## src/rtl/decode_queue.sv

```systemverilog
// Registered instruction decoder feeding a DEPTH-entry FIFO of decoded entries.
// Each entry carries opcode/register/immediate/type fields, an illegal flag and its PC tag.
module decode_queue #(
    parameter int DATA_W       = 16,
    parameter int PC_W         = 16,
    parameter int DEPTH        = 4,
    parameter int SIGN_EXT_IMM = 1,
    parameter int CNT_W        = 8
) (
    input  logic              clk,
    input  logic              reset,
    input  logic              flush,
    input  logic              in_valid,
    output logic              in_ready,
    input  logic [15:0]       in_instr,
    input  logic [PC_W-1:0]   in_pc,
    output logic              out_valid,
    input  logic              out_ready,
    output logic [7:0]        out_opcode,
    output logic [3:0]        out_rdst,
    output logic [3:0]        out_rsrc,
    output logic [DATA_W-1:0] out_imm,
    output logic [3:0]        out_flag_type,
    output logic              out_illegal,
    output logic [PC_W-1:0]   out_pc,
    output logic [CNT_W-1:0]  illegal_count
);

    localparam int AW = $clog2(DEPTH);
    localparam logic [AW:0] FULL_COUNT = (AW+1)'(DEPTH);
    localparam logic [AW:0] ONE        = (AW+1)'(1);
    localparam logic [CNT_W-1:0] CNT_ONE = CNT_W'(1);

    localparam logic [3:0] TYPE_WAIT    = 4'b0000;
    localparam logic [3:0] TYPE_R       = 4'b0001;
    localparam logic [3:0] TYPE_I       = 4'b0010;
    localparam logic [3:0] TYPE_LOAD    = 4'b0100;
    localparam logic [3:0] TYPE_STORE   = 4'b0101;
    localparam logic [3:0] TYPE_JUMP    = 4'b1000;
    localparam logic [3:0] TYPE_BRANCH  = 4'b1100;
    localparam logic [3:0] TYPE_ILLEGAL = 4'b1111;

    typedef struct packed {
        logic [7:0]        opcode;
        logic [3:0]        rdst;
        logic [3:0]        rsrc;
        logic [DATA_W-1:0] imm;
        logic [3:0]        ftype;
        logic              illegal;
        logic [PC_W-1:0]   pc;
    } entry_t;

    entry_t            r_mem [DEPTH];
    logic [AW:0]       r_wrPtr;
    logic [AW:0]       r_rdPtr;
    logic [AW:0]       r_count;
    logic [CNT_W-1:0]  r_illegalCnt;

    entry_t            w_dec;
    entry_t            w_head;
    logic [DATA_W-1:0] w_immSext;
    logic [DATA_W-1:0] w_immZext;
    logic              w_full;
    logic              w_push;
    logic              w_pop;

    assign w_immSext = DATA_W'($signed(in_instr[7:0]));
    assign w_immZext = DATA_W'(in_instr[7:0]);

    // The I-type nibble match takes priority over the full opcode byte table.
    always_comb begin
        w_dec     = '0;
        w_dec.pc  = in_pc;
        if (in_instr[15:12] == 4'h5 || in_instr[15:12] == 4'h9) begin
            w_dec.opcode = {4'h0, in_instr[15:12]};
            w_dec.rdst   = in_instr[11:8];
            w_dec.imm    = (SIGN_EXT_IMM != 0) ? w_immSext : w_immZext;
            w_dec.ftype  = TYPE_I;
        end else begin
            w_dec.opcode = in_instr[15:8];
            case (in_instr[15:8])
                8'h01, 8'h02, 8'h03, 8'h04, 8'h05, 8'h06, 8'h07,
                8'h08, 8'h09, 8'h0B, 8'h0C, 8'h0F, 8'h84: begin
                    w_dec.rdst  = in_instr[7:4];
                    w_dec.rsrc  = in_instr[3:0];
                    w_dec.ftype = TYPE_R;
                end
                8'h85: begin
                    w_dec.rdst  = in_instr[7:4];
                    w_dec.rsrc  = in_instr[3:0];
                    w_dec.ftype = TYPE_LOAD;
                end
                8'h87: begin
                    w_dec.rdst  = in_instr[7:4];
                    w_dec.rsrc  = in_instr[3:0];
                    w_dec.ftype = TYPE_STORE;
                end
                8'h00: begin
                    w_dec.ftype = TYPE_WAIT;
                end
                8'h40, 8'h41, 8'h46, 8'h47: begin
                    w_dec.rdst  = in_instr[11:8];
                    w_dec.imm   = w_immSext;
                    w_dec.ftype = TYPE_JUMP;
                end
                8'hC0, 8'hC1, 8'hC6, 8'hC7: begin
                    w_dec.rdst  = in_instr[11:8];
                    w_dec.imm   = w_immSext;
                    w_dec.ftype = TYPE_BRANCH;
                end
                default: begin
                    w_dec.ftype   = TYPE_ILLEGAL;
                    w_dec.illegal = 1'b1;
                end
            endcase
        end
    end

    assign w_full    = (r_count == FULL_COUNT);
    assign in_ready  = !reset && !w_full && !flush;
    assign out_valid = (r_count != '0);
    assign w_push    = in_valid && in_ready;
    assign w_pop     = out_valid && out_ready && !flush;

    always_ff @(posedge clk or posedge reset) begin
        if (reset) begin
            r_wrPtr <= '0;
            r_rdPtr <= '0;
            r_count <= '0;
            for (int i = 0; i < DEPTH; i++) begin
                r_mem[i] <= '0;
            end
        end else if (flush) begin
            r_wrPtr <= '0;
            r_rdPtr <= '0;
            r_count <= '0;
        end else begin
            if (w_push) begin
                r_mem[r_wrPtr[AW-1:0]] <= w_dec;
                r_wrPtr <= r_wrPtr + ONE;
            end
            if (w_pop) begin
                r_rdPtr <= r_rdPtr + ONE;
            end
            case ({w_push, w_pop})
                2'b10:   r_count <= r_count + ONE;
                2'b01:   r_count <= r_count - ONE;
                default: r_count <= r_count;
            endcase
        end
    end

    // Saturating count of accepted illegal encodings; only reset clears it.
    always_ff @(posedge clk or posedge reset) begin
        if (reset) begin
            r_illegalCnt <= '0;
        end else if (w_push && w_dec.illegal && r_illegalCnt != '1) begin
            r_illegalCnt <= r_illegalCnt + CNT_ONE;
        end
    end

    assign w_head = out_valid ? r_mem[r_rdPtr[AW-1:0]] : '0;

    assign out_opcode    = w_head.opcode;
    assign out_rdst      = w_head.rdst;
    assign out_rsrc      = w_head.rsrc;
    assign out_imm       = w_head.imm;
    assign out_flag_type = w_head.ftype;
    assign out_illegal   = w_head.illegal;
    assign out_pc        = w_head.pc;
    assign illegal_count = r_illegalCnt;

endmodule

```

## config.mk

```make
export PLATFORM = sky130hd
export DESIGN_NAME = decode_queue
export DESIGN_NICKNAME = d
export VERILOG_FILES = /design/src/rtl/decode_queue.sv
export SDC_FILE = /design/constraint.sdc
export NUM_CORES = 1
export LEC_CHECK = 0
export CAP_MARGIN = 20
export CORE_UTILIZATION = 30
export CTS_BUF_LIST = sky130_fd_sc_hd__clkbuf_4
export CTS_CLUSTER_DIAMETER = 40
export DETAILED_ROUTE_END_ITERATION = 8
export HOLD_SLACK_MARGIN = 0.1
export SKIP_CTS_REPAIR_TIMING = 1
export SLEW_MARGIN = 10
export SYNTH_ARGS = -nofsm -noshare
export SYNTH_HDL_FRONTEND = slang
export SYNTH_SLANG_ARGS = --single-unit
export TNS_END_PERCENT = 100
```

## constraint.sdc

```tcl
create_clock -name clk -period 5.6 [get_ports clk]
set_clock_uncertainty 0.15 [all_clocks]
set_input_delay 0.56 -clock clk [delete_from_list [all_inputs] [get_ports clk]]
set_output_delay 0.56 -clock clk [all_outputs]
set_load 0.01 [all_outputs]
```

**Word-level counts from Yosys, hierarchy flattened**

Cells that the tools add are included.

- Register bits: 229
- Output and inout bits: 63
- Input bits: 37

- Multiplexer cells: 22
- $lt $le $gt $ge: 3
- Reductions and logical operators: 24
- Add/subtract/negate cells: 5
- Bitwise gates (word level): 3
- Equality and inequality tests: 29

Operators with widths:

| cell | count |
|---|---|
| $bwmux 212 | 1 |
| $mux 53 | 4 |
| $bmux 53 s2 | 1 |
| $demux 53 s2 | 1 |
| $eq 8x8->1 const B | 7 |
| $eq 8x4->1 const B | 5 |
| $eq 8x3->1 const B | 4 |
| $eq 8x7->1 const B | 4 |
| $pmux 4 s6 | 1 |
| $reduce_or 24->1 | 1 |
| $mux 20 | 1 |
| $eq 8x2->1 const B | 2 |
| $mux 16 | 1 |
| $mux 3 | 5 |
| $reduce_or 15->1 | 1 |
| $reduce_or 13->1 | 1 |
| $mux 12 | 1 |
| $add 3x1->3 const B | 3 |
| $add 8x1->8 const B | 1 |
| $eq 8x1->1 const B | 1 |
| $logic_and 1x1->1 | 8 |
| $logic_not 8->1 | 1 |
| $mux 4 | 2 |
| $ne 8x8->1 const B | 1 |
| 20 further kinds | 28 |

**Depth between registers and ports, before layout**

- Word-level depth: 8
- Depth in mapped cells: 8
- Gate-level depth less buffers: 7

**Least setup slack after synthesis**

OpenSTA, ideal clock, no wires.

- Path type: flip-flop to output port
- From: register r_rdPtr[0]
- To: output port out_imm[10]
- Arrival: 1789 ps
- Buffers on the path: 4
- Slack: 3101 ps
- Cell stages (with the launch flop): 7
- Path through: dfrtp_1 -> buf_4 -> buf_2 -> buf_2 -> mux4_2 -> and2_1 -> buf_4

- Word-level cells in the longest chain between the ends: 5

Ends and longest elaborated chain:

| what | line | text |
|---|---|---|
| start: declaration | 55 | `logic [AW:0] r_rdPtr;` |
| start signal: assignment | 143 | `r_rdPtr <= r_rdPtr + ONE;` |
| $not 2->3 (implied by the code) | 162 | `assign w_head = out_valid ? r_mem[r_rdPtr[AW-1:0]] : '0;` |
| $bmux 53 s2 | 162 |  |
| $mux 53 (implied by the code) (2 in series) | 162 |  |
| $mux 53 | 162 |  |
| end: declaration | 22 | `output logic [DATA_W-1:0] out_imm,` |

No other way between the ends. The select of a mux whose other input is x is not followed.

**Worst setup path in the final report**

- From: register r_rdPtr[1]
- To: output port out_imm[12]

The elaborated chain is that of the path after synthesis.

==> reports/qor.csv <==
stage;metric;value;unit
worst_setup_path;worstPathRequired;4890;ps
clocking;clock-sinks;195;
timing;finalCritPeriodShare;67.9;%
logic_synthesis;synth_ff_type;dfrtp_1;
power_and_ir_drop;ir_worst_vdd;0.182;mV
finish;drive_above_1_share;26.8;%
global_routing;grt_antenna_before_repair;1;
logic_synthesis;avgSynthCellArea;13.2;sq um
outcome;violations;DRC;
timing;rsz0062_at_grt;false;
outcome;status;finished with violations;
routing;via_per_inst;4.70;
logic_synthesis;ys_warn_count;0;
clocking;path_clk_slew;170;ps
logic_synthesis;synth_area;9430;sq um
timing;worst_pin_slew;947;ps
logic_synthesis;postSynth.asyncResetShare;100;%
logic_synthesis;ys_types;43;
place;place.port_buffers;99;
worst_setup_path;worst-path-max-fanout;22;
routing;dr.pass1.iters;6;
clocking;cts_buffers;17;
finish;multiInputGateArea;4180;sq um
logic_synthesis;syn-num-nets;758;
global_routing;grt_start_max_net_pins;109;
worst_setup_path;path_buf_inv;2;
worst_setup_path;crit_slowest_cell;dfrtp_2;
timing;max_freq;263;MHz
global_routing;grt.total_usage;13.3;%
finish;fin_util;35.5;%
logic_synthesis;seq_area_frac_synth;51.8;%
finish;nNetsFinal;826;
clocking;cts_tree;done;
floorplanning;die_w;179;um
timing;final.setup.tns;0;ps
place;place_hpwl;12800;um
power_and_ir_drop;p_leak;4.77;nW
floorplanning;pin_count;100;
run;maxCapViolCount;0;
worst_setup_path;cp-startpoint;r_rdPtr[1];
global_routing;gr-total-overflow;0;
worst_setup_path;cp_data_arrival_time;3090;ps
floorplanning;core;30700;sq um
power_and_ir_drop;power_density;385;nW/um^2
worst_setup_path;criticalPathCategory;register to primary output;
routing;remaining_drc_errors;12;
floorplanning;initial_core_util;30.7;%
logic_synthesis;synth_edf_count;0;
routing;wl;20200;um
timing;finalMaxSlewViolations;0;
worst_setup_path;critical_path.max_stage_delay;820;ps
floorplanning;die_height;179;um
worst_setup_path;worstPathCellList;buf_4 > mux4_2 > and2_1 > clkdlybuf4s50_1;
routing;wl_per_cell;16.9;um
place;gp_congestion;0.729;
worst_setup_path;critPathLaunchType;register;
worst_setup_path;timing.rr.start;r_count[0];
timing;report.final.setup_viol;0;
logic_synthesis;synth-seq-cells;195;
hold_path;hold_path_class;input pin to asynchronous set/reset pin;
worst_setup_path;cpLargestDelayFamily;buffers and inverters;
timing;hold_viol;0;
worst_setup_path;end_kind;primary output;
global_routing;grt_pass1_wl;32700;um
logic_synthesis;syn_inst;715;
clocking;clockBufferDepth;2;
routing;ant_nets;0;
floorplanning;core.rowCount;64;
timing;timing.final.crit_period;3800;ps
global_routing;grt_pass1_vias;5884;
finish;nFillCells;3038;
routing;dr_total_vias;5603;
clocking;cts_root_buffer;clkbuf_4;
timing;max_slew_margin;36.8;%
clocking;clk_latency;570;ps
clocking;cts-htree-levels;4;
finish;regArea;4880;sq um
finish;syn_to_final_growth;15.8;%
routing;dr.first_iter.drc_count;404;
floorplanning;die-area;32100;sq um
power_and_ir_drop;p_total;0.00420;W
stage by stage:
stage | setup slack (ps) | area (sq um) | hold WS [ps] | std cells
CTS | 1690 | 10900 | 306 | 1192
finish | 1800 | 10900 | 340 | 1193
detailed placement | 2030 | 10600 | 316 | 1160
floorplan | 2370 | 9430 | 295 | 715
global placement | 2090 | 10600 | 307 | 1160
global route | 1630 | 10900 | 333 | 1193
placed cells by master (no fill, tap or decap), drive strengths merged, types with 3 or more instances in the layout:
cell,count
a21oi,7
a22o,4
and2,48
and3,5
buf,7
clkbuf,19
clkdlybuf4s50,99
clkinv,6
clkinvlp,3
dfrtp,195
ha,5
inv,5
mux2,114
mux4,45
nand2,93
nand2b,4
nand3,5
nand4,3
nor2,12
nor3,7
o21ai,75
xnor2,10
xor2,3
worst register-to-register path: stages, from the launching register on:
cell and delay, ps:
dfrtp_1 470, or3_2 880, nand2_1 340, nor3_1 90
fa_1 430, nor3_1 240, o21ai_0 100, nor3b_1 140
Yosys cell counts (3+ instances only):
cell type	count	area, sq um
and3_1	5	31.3
xnor2_1	10	87.6
mux2_2	64	721
xor2_1	3	26.3
o21ai_0	72	360
nand2_1	89	334
inv_1	3	11.3
nor2_1	12	45.0
buf_4	11	82.6
nand3_1	5	25.0
mux4_2	45	1010
mux2_4	50	751
o21ai_1	3	15.0
ha_1	5	62.6
a21oi_1	7	35.0
nand4_1	3	18.8
buf_2	21	105
clkbuf_1	15	56.3
a22o_4	3	52.6
buf_6	10	113
and2_1	48	300
nand2b_1	4	25.0
nor3_1	7	35.0
dfrtp_1	195	4880
logic make-up after synthesis:
kind of cell | Yosys count | share of synthesized area [%]
flip-flops | 195 | 51.8
AND/OR/NAND/NOR | 191 | 10.3
multiplexers | 160 | 26.5
AO/OA/AOI/OAI | 90 | 5.52
buffers and inverters | 60 | 3.90
XOR/XNOR | 13 | 1.21
adder cells (fa/ha/maj) | 6 | 0.876
power by group:
part	switching, W	total, W	internal, W
clock	0.000470	0.000747	0.000276
sequential	0.000267	0.00200	0.00173
combinational	0.000553	0.00146	0.000903
total	0.00129	0.00420	0.00291
final cells by class:
cell class	count	area share, %
clock inverters	13	1.24
inverters	3	0.138
repair buffers	106	9.68
clock buffers	19	1.31
flip-flops and latches	195	44.8
multi-input cells	460	38.3
diodes	1	0.0229
well taps	396	4.54
state kept, by name (all words and copies together) (netlist names):
name,flops
r_count,3
r_mem,180
r_wrPtr,2
r_rdPtr,2
illegal_count,8
worst paths after layout:
check                                    to  slack (ps)  cells after the start
max                             out_imm[12]        1800                      4
min                        illegal_count[1]         340                      2
max reg2reg                      r_count[2]        2650                      7
min reg2reg                       r_mem[79]         340                      2
max in group asynchronous         r_mem[76]        3730                      3
min in group clk                  r_mem[79]         340                      2
per-layer routing:
metal,track usage [%],share of wire (%),vias up
met2,21.0,47,82
met4,4.38,1.4,0
met5,0,0,-
li1,-,-,2656
met3,2.46,3.6,16
met1,18.4,48,2849
No activity file was read; power rests on OpenSTA's default activity.
